`config.mk`:
```
export PLATFORM = sky130hd
export DESIGN_NAME = add_accum_multi
export DESIGN_NICKNAME = d
export VERILOG_FILES = /design/src/rtl/add_accum_pkg.sv /design/src/rtl/add_accum_lane.sv /design/src/rtl/add_accum_multi.sv
export SDC_FILE = /design/constraint.sdc
export NUM_CORES = 1
export LEC_CHECK = 0
export CAP_MARGIN = 10
export CORE_ASPECT_RATIO = 1.1
export CORE_MARGIN = 2
export CORE_UTILIZATION = 53
export DETAILED_ROUTE_END_ITERATION = 8
export PLACE_DENSITY = 0.84
export SLEW_MARGIN = 0
export SYNTH_ARGS = -nofsm -noshare
export SYNTH_HDL_FRONTEND = slang
export SYNTH_SLANG_ARGS = --single-unit
export TNS_END_PERCENT = 5
```
`constraint.sdc`:
```
create_clock -name clk -period 3.1 [get_ports clk]
set_clock_uncertainty 0.2 [all_clocks]
set_input_delay 0.62 -clock clk [delete_from_list [all_inputs] [get_ports clk]]
set_output_delay 0.62 -clock clk [all_outputs]
set_load 0.005 [all_outputs]
```
`src/rtl/add_accum_pkg.sv`:
```
// add_accum_pkg: mode encodings and default sizing for the multi-channel accumulator.
package add_accum_pkg;
  localparam logic MODE_WRAP = 1'b0;
  localparam logic MODE_SAT = 1'b1;
  localparam int DEF_WIDTH = 4;
  localparam int DEF_CHANNELS = 4;
endpackage

```
`src/rtl/add_accum_lane.sv`:
```
// add_accum_lane: single-channel accumulator with sticky overflow.
// Saturation is built only when ADD_ACCUM_SAT_EN is defined; otherwise the lane always wraps.
module add_accum_lane
  import add_accum_pkg::*;
#(
  parameter int WIDTH = DEF_WIDTH
) (
  input  logic             clk,
  input  logic             reset_b,
  input  logic             add_en,
  input  logic             clr,
  input  logic             sat_mode,
  input  logic [WIDTH-1:0] data,
  output logic [WIDTH-1:0] acc,
  output logic             ovf
);
  logic [WIDTH-1:0] acc_q, acc_d;
  logic ovf_q, ovf_d;
  logic [WIDTH:0] sum;
`ifndef ADD_ACCUM_SAT_EN
  logic sat_mode_unused;
  assign sat_mode_unused = sat_mode;
`endif
  always_comb begin
    sum = {1'b0, acc_q} + {1'b0, data};
`ifdef ADD_ACCUM_SAT_EN
    acc_d = clr ? '0 : !add_en ? acc_q : (sum[WIDTH] && sat_mode == MODE_SAT) ? '1 : sum[WIDTH-1:0];
`else
    acc_d = clr ? '0 : add_en ? sum[WIDTH-1:0] : acc_q;
`endif
    ovf_d = clr ? 1'b0 : ovf_q | (add_en & sum[WIDTH]);
  end
  always_ff @(posedge clk or negedge reset_b)
    if (!reset_b) begin
      acc_q <= '0;
      ovf_q <= 1'b0;
    end else begin
      acc_q <= acc_d;
      ovf_q <= ovf_d;
    end
  assign acc = acc_q;
  assign ovf = ovf_q;
endmodule

```
`src/rtl/add_accum_multi.sv`:
```
// add_accum_multi: CHANNELS independent accumulators with select decode and a done pulse.
// Define ADD_ACCUM_SAT_EN to build saturate mode; without it the sat input is ignored.
module add_accum_multi
  import add_accum_pkg::*;
#(
  parameter int WIDTH = DEF_WIDTH,
  parameter int CHANNELS = DEF_CHANNELS,
  parameter int CH_W = (CHANNELS > 1) ? $clog2(CHANNELS) : 1
) (
  input  logic                      clk,
  input  logic                      reset_b,
  input  logic [WIDTH-1:0]          data,
  input  logic [CH_W-1:0]           ch_sel,
  input  logic                      enable,
  input  logic                      clear,
  input  logic                      sat,
  output logic [CHANNELS*WIDTH-1:0] accum,
  output logic [CHANNELS-1:0]       overflow,
  output logic                      done,
  output logic [CH_W-1:0]           done_ch
);
  logic valid, accept;
  logic done_q, done_d;
  logic [CH_W-1:0] done_ch_q, done_ch_d;
  always_comb begin
    valid = 32'(ch_sel) < CHANNELS;
    accept = valid & (enable | clear);
    done_d = accept;
    done_ch_d = accept ? ch_sel : done_ch_q;
  end
  for (genvar k = 0; k < CHANNELS; k++) begin : g_lane
    logic hit;
    assign hit = valid && ch_sel == CH_W'(k);
    add_accum_lane #(.WIDTH(WIDTH)) u_lane (
      .clk     (clk),
      .reset_b (reset_b),
      .add_en  (hit & enable & ~clear),
      .clr     (hit & clear),
      .sat_mode(sat),
      .data    (data),
      .acc     (accum[k*WIDTH +: WIDTH]),
      .ovf     (overflow[k])
    );
  end
  always_ff @(posedge clk or negedge reset_b)
    if (!reset_b) begin
      done_q <= 1'b0;
      done_ch_q <= '0;
    end else begin
      done_q <= done_d;
      done_ch_q <= done_ch_d;
    end
  assign done = done_q;
  assign done_ch = done_ch_q;
endmodule

```
==> impl_metrics.json <==
{
  "status": "complete, no violations",
  "grt_pass1_vias": 1340,
  "syn2layout_area_growth_pct": 22.9,
  "cts_root_buf": "clkbuf_4",
  "grt_pass1_wl_um": 6090,
  "drt_iter0_markers": 41,
  "hold_path_class": "flop to flop",
  "drc": 0,
  "cp-end-kind": "flop",
  "syn-num-nets": 189,
  "wirelength_um": 3680,
  "ys_types": 26,
  "synth_compound_area_share_pct": 21.0,
  "yosys.area_share.simple_pct": 14.9,
  "gp_congestion": 0.828,
  "cts_buffers": 3,
  "setup_ws_ns": 0.664,
  "worstMarginPinSlew_ns": 0.586,
  "numPortBuffers": 32,
  "path_common_cell": "a21o_1",
  "post_cts_resized": 0,
  "dieArea_um2": 3400,
  "gr-total-overflow": 0,
  "seq_area_frac_synth_pct": 36.8,
  "cts_hold_buf": 0,
  "setup_viol": 0,
  "period_share_pct": 78.6,
  "placed_cells": 218,
  "worstPathRequired_ns": 3.09,
  "path_max_fanout": 4,
  "synth_area_per_cell_um2": 9.91,
  "min_period_ns": 2.44,
  "fmax_mhz": 410,
  "yosys.area.top_type": "dfrtp_1",
  "rr_worst_depth": 6,
  "cp-start-kind": "primary input",
  "cts_max_level": 1,
  "fin_setup_tns_ns": 0,
  "firstDrtPassIters": 4,
  "ctsLongestPathBuffers": 2,
  "peakVddDrop_uv": 375,
  "dp_slack_ns": 0.330,
  "start_util_pct": 56.4,
  "drtAntennaViolNets": 0,
  "synthTopCellsByCount": "23 x a21oi_1, 23 x dfrtp_1, 20 x o21ai_0",
  "maxCapViolCount": 0,
  "hold-worst-slack_ns": 0.331,
  "crit_slowest_cell": "clkdlybuf4s50_1",
  "synth_edf_count": 0,
  "max-slew-margin-rel_pct": 60.8,
  "dpl_cell_area_um2": 1900,
  "worstPathCellList": "clkdlybuf4s50_1, ha_1, fa_1, a21o_1, a21o_1, a21oi_1, a31oi_1",
  "whs_path_depth": 1,
  "synth_mux_area_share_pct": 1.44,
  "yosysWarnings": 0,
  "grt_max_degree": 24,
  "fin_nets": 221,
  "synthFlopType": "dfrtp_1",
  "netlist_area_um2": 1570,
  "fin_cells": 222,
  "cpPeakStageDelay_ns": 0.56,
  "vias": 1278,
  "synthArstFlopShare_pct": 100,
  "netlist.area_leader.share_pct": 36.8,
  "power_density_nw_per_um2": 650,
  "clk_latency_ns": 0.32,
  "finalHoldViolCount": 0,
  "final_util_pct": 69.3,
  "synth_xor_area_share_pct": 4.48,
  "synth_seq_cells": 23,
  "grtUsageTotal_pct": 23.4,
  "tritoncts": "built",
  "clock-sinks": 23,
  "pin_count": 34,
  "antennaDiodeCount": 0,
  "crit_arrival_ns": 2.43,
  "num_rows": 20,
  "die_y_um": 61.0,
  "wl_per_cell_um": 16.6,
  "postCtsSetupRepairBufs": 0,
  "antenna_found_initial": 0,
  "dp.final_hpwl_um": 2520,
  "clk_transition_reported_paths_ns": 0.14,
  "core_area_um2": 2780,
  "power.total_mw": 1.25,
  "rsz0062_at_grt": "no",
  "dieWidth_um": 55.8,
  "finalInstanceArea_um2": 1920,
  "synth.area.top_cells": "dfrtp_1 37%, ha_1 13%, a21oi_1 7.4%",
  "vias_per_cell": 5.76,
  "drive_gt1_share_pct": 13.2,
  "drv_slew": 0,
  "synth_fa_ha_area_share_pct": 17.9,
  "syn_inst": 158,
  "critPathKind": "primary input to flop",
  "p_leak_nw": 0.953,
  "synth_top_family_by_area": "compound AO/OA/AOI/OAI gates"
}
cells by family (layout without fill, tap and decap cells):
family | after synthesis | in the layout
compound gates | 59 | 59
simple gates | 37 | 37
flops | 23 | 23
fa+ha+maj | 20 | 20
buf+inv | 9 | 40
xor+xnor | 8 | 8
mux | 2 | 2
path summary, 6_finish.rpt:
| check | to | slack (ns) | start |
|---|---|---|---|
| worst max-delay path | g_lane[3].u_lane.ovf$_DFF_PN0_ | 0.66 | data[0] |
| worst min-delay path | done_ch[1]$_DFFE_PN0P_ | 0.33 | done_ch[1]$_DFFE_PN0P_ |
| worst min register to register | done_ch[1]$_DFFE_PN0P_ | 0.33 | done_ch[1]$_DFFE_PN0P_ |
| max in group asynchronous | g_lane[1].u_lane.acc[0]$_DFFE_PN0P_ | 2.02 | reset_b |
| worst max register to register | g_lane[3].u_lane.ovf$_DFF_PN0_ | 1.16 | g_lane[3].u_lane.acc[0]$_DFFE_PN0P_ |
| min in group asynchronous | g_lane[0].u_lane.acc[0]$_DFFE_PN0P_ | 0.45 | reset_b |
power breakdown:
group          internal (mW)  total, mW  switching, mW
logic                  0.365      0.625          0.260
clock network         0.0503      0.147         0.0969
registers              0.388      0.480         0.0921
total                  0.803       1.25          0.449
worst max-delay path, delay by kind of cell:
family	cells	cell delay, ns
AO/OA/AOI/OAI	4	0.51
buffers and inverters	1	0.56
adder cells (fa/ha/maj)	2	0.73
placed cells by master (no fill, tap or decap), types with 2 or more instances in the layout:
cell / instances
clkdlybuf4s50_1: 32
a21oi_1: 23
dfrtp_1: 23
o21ai_0: 20
ha_1: 16
and2b_2: 13
nand2_1: 13
a21o_1: 12
xor2_1: 8
fa_1: 4
clkbuf_4: 3
buf_4: 3
nor2_1: 2
and2_2: 2
nand2b_1: 2
mux2_2: 2
o21ai_1: 2
state kept, by name, indices dropped and copies added (netlist names):
name and cells:
done 1, done_ch 2, g_lane.u_lane.ovf 4, g_lane.u_lane.acc 16
metal layers:
layer / global-route usage (%) / vias up / share of wire (%)
met5: 0 / - / 0
met4: 9.86 / 0 / 2.1
met3: 2.35 / 8 / 4.1
met2: 42.5 / 40 / 49
met1: 29.1 / 619 / 45
li1: - / 611 / -
area by class of cell:
type                            instances  area (um2)
Clock buffer                            4        26.3
Fill cell                             215         853
Sequential cell                        23         576
Multi-Input combinational cell        126         935
Tap cell                               33        41.3
Inverter                                1        3.75
Timing Repair Buffer                   35         343
Power figures use the tool's default switching activity.
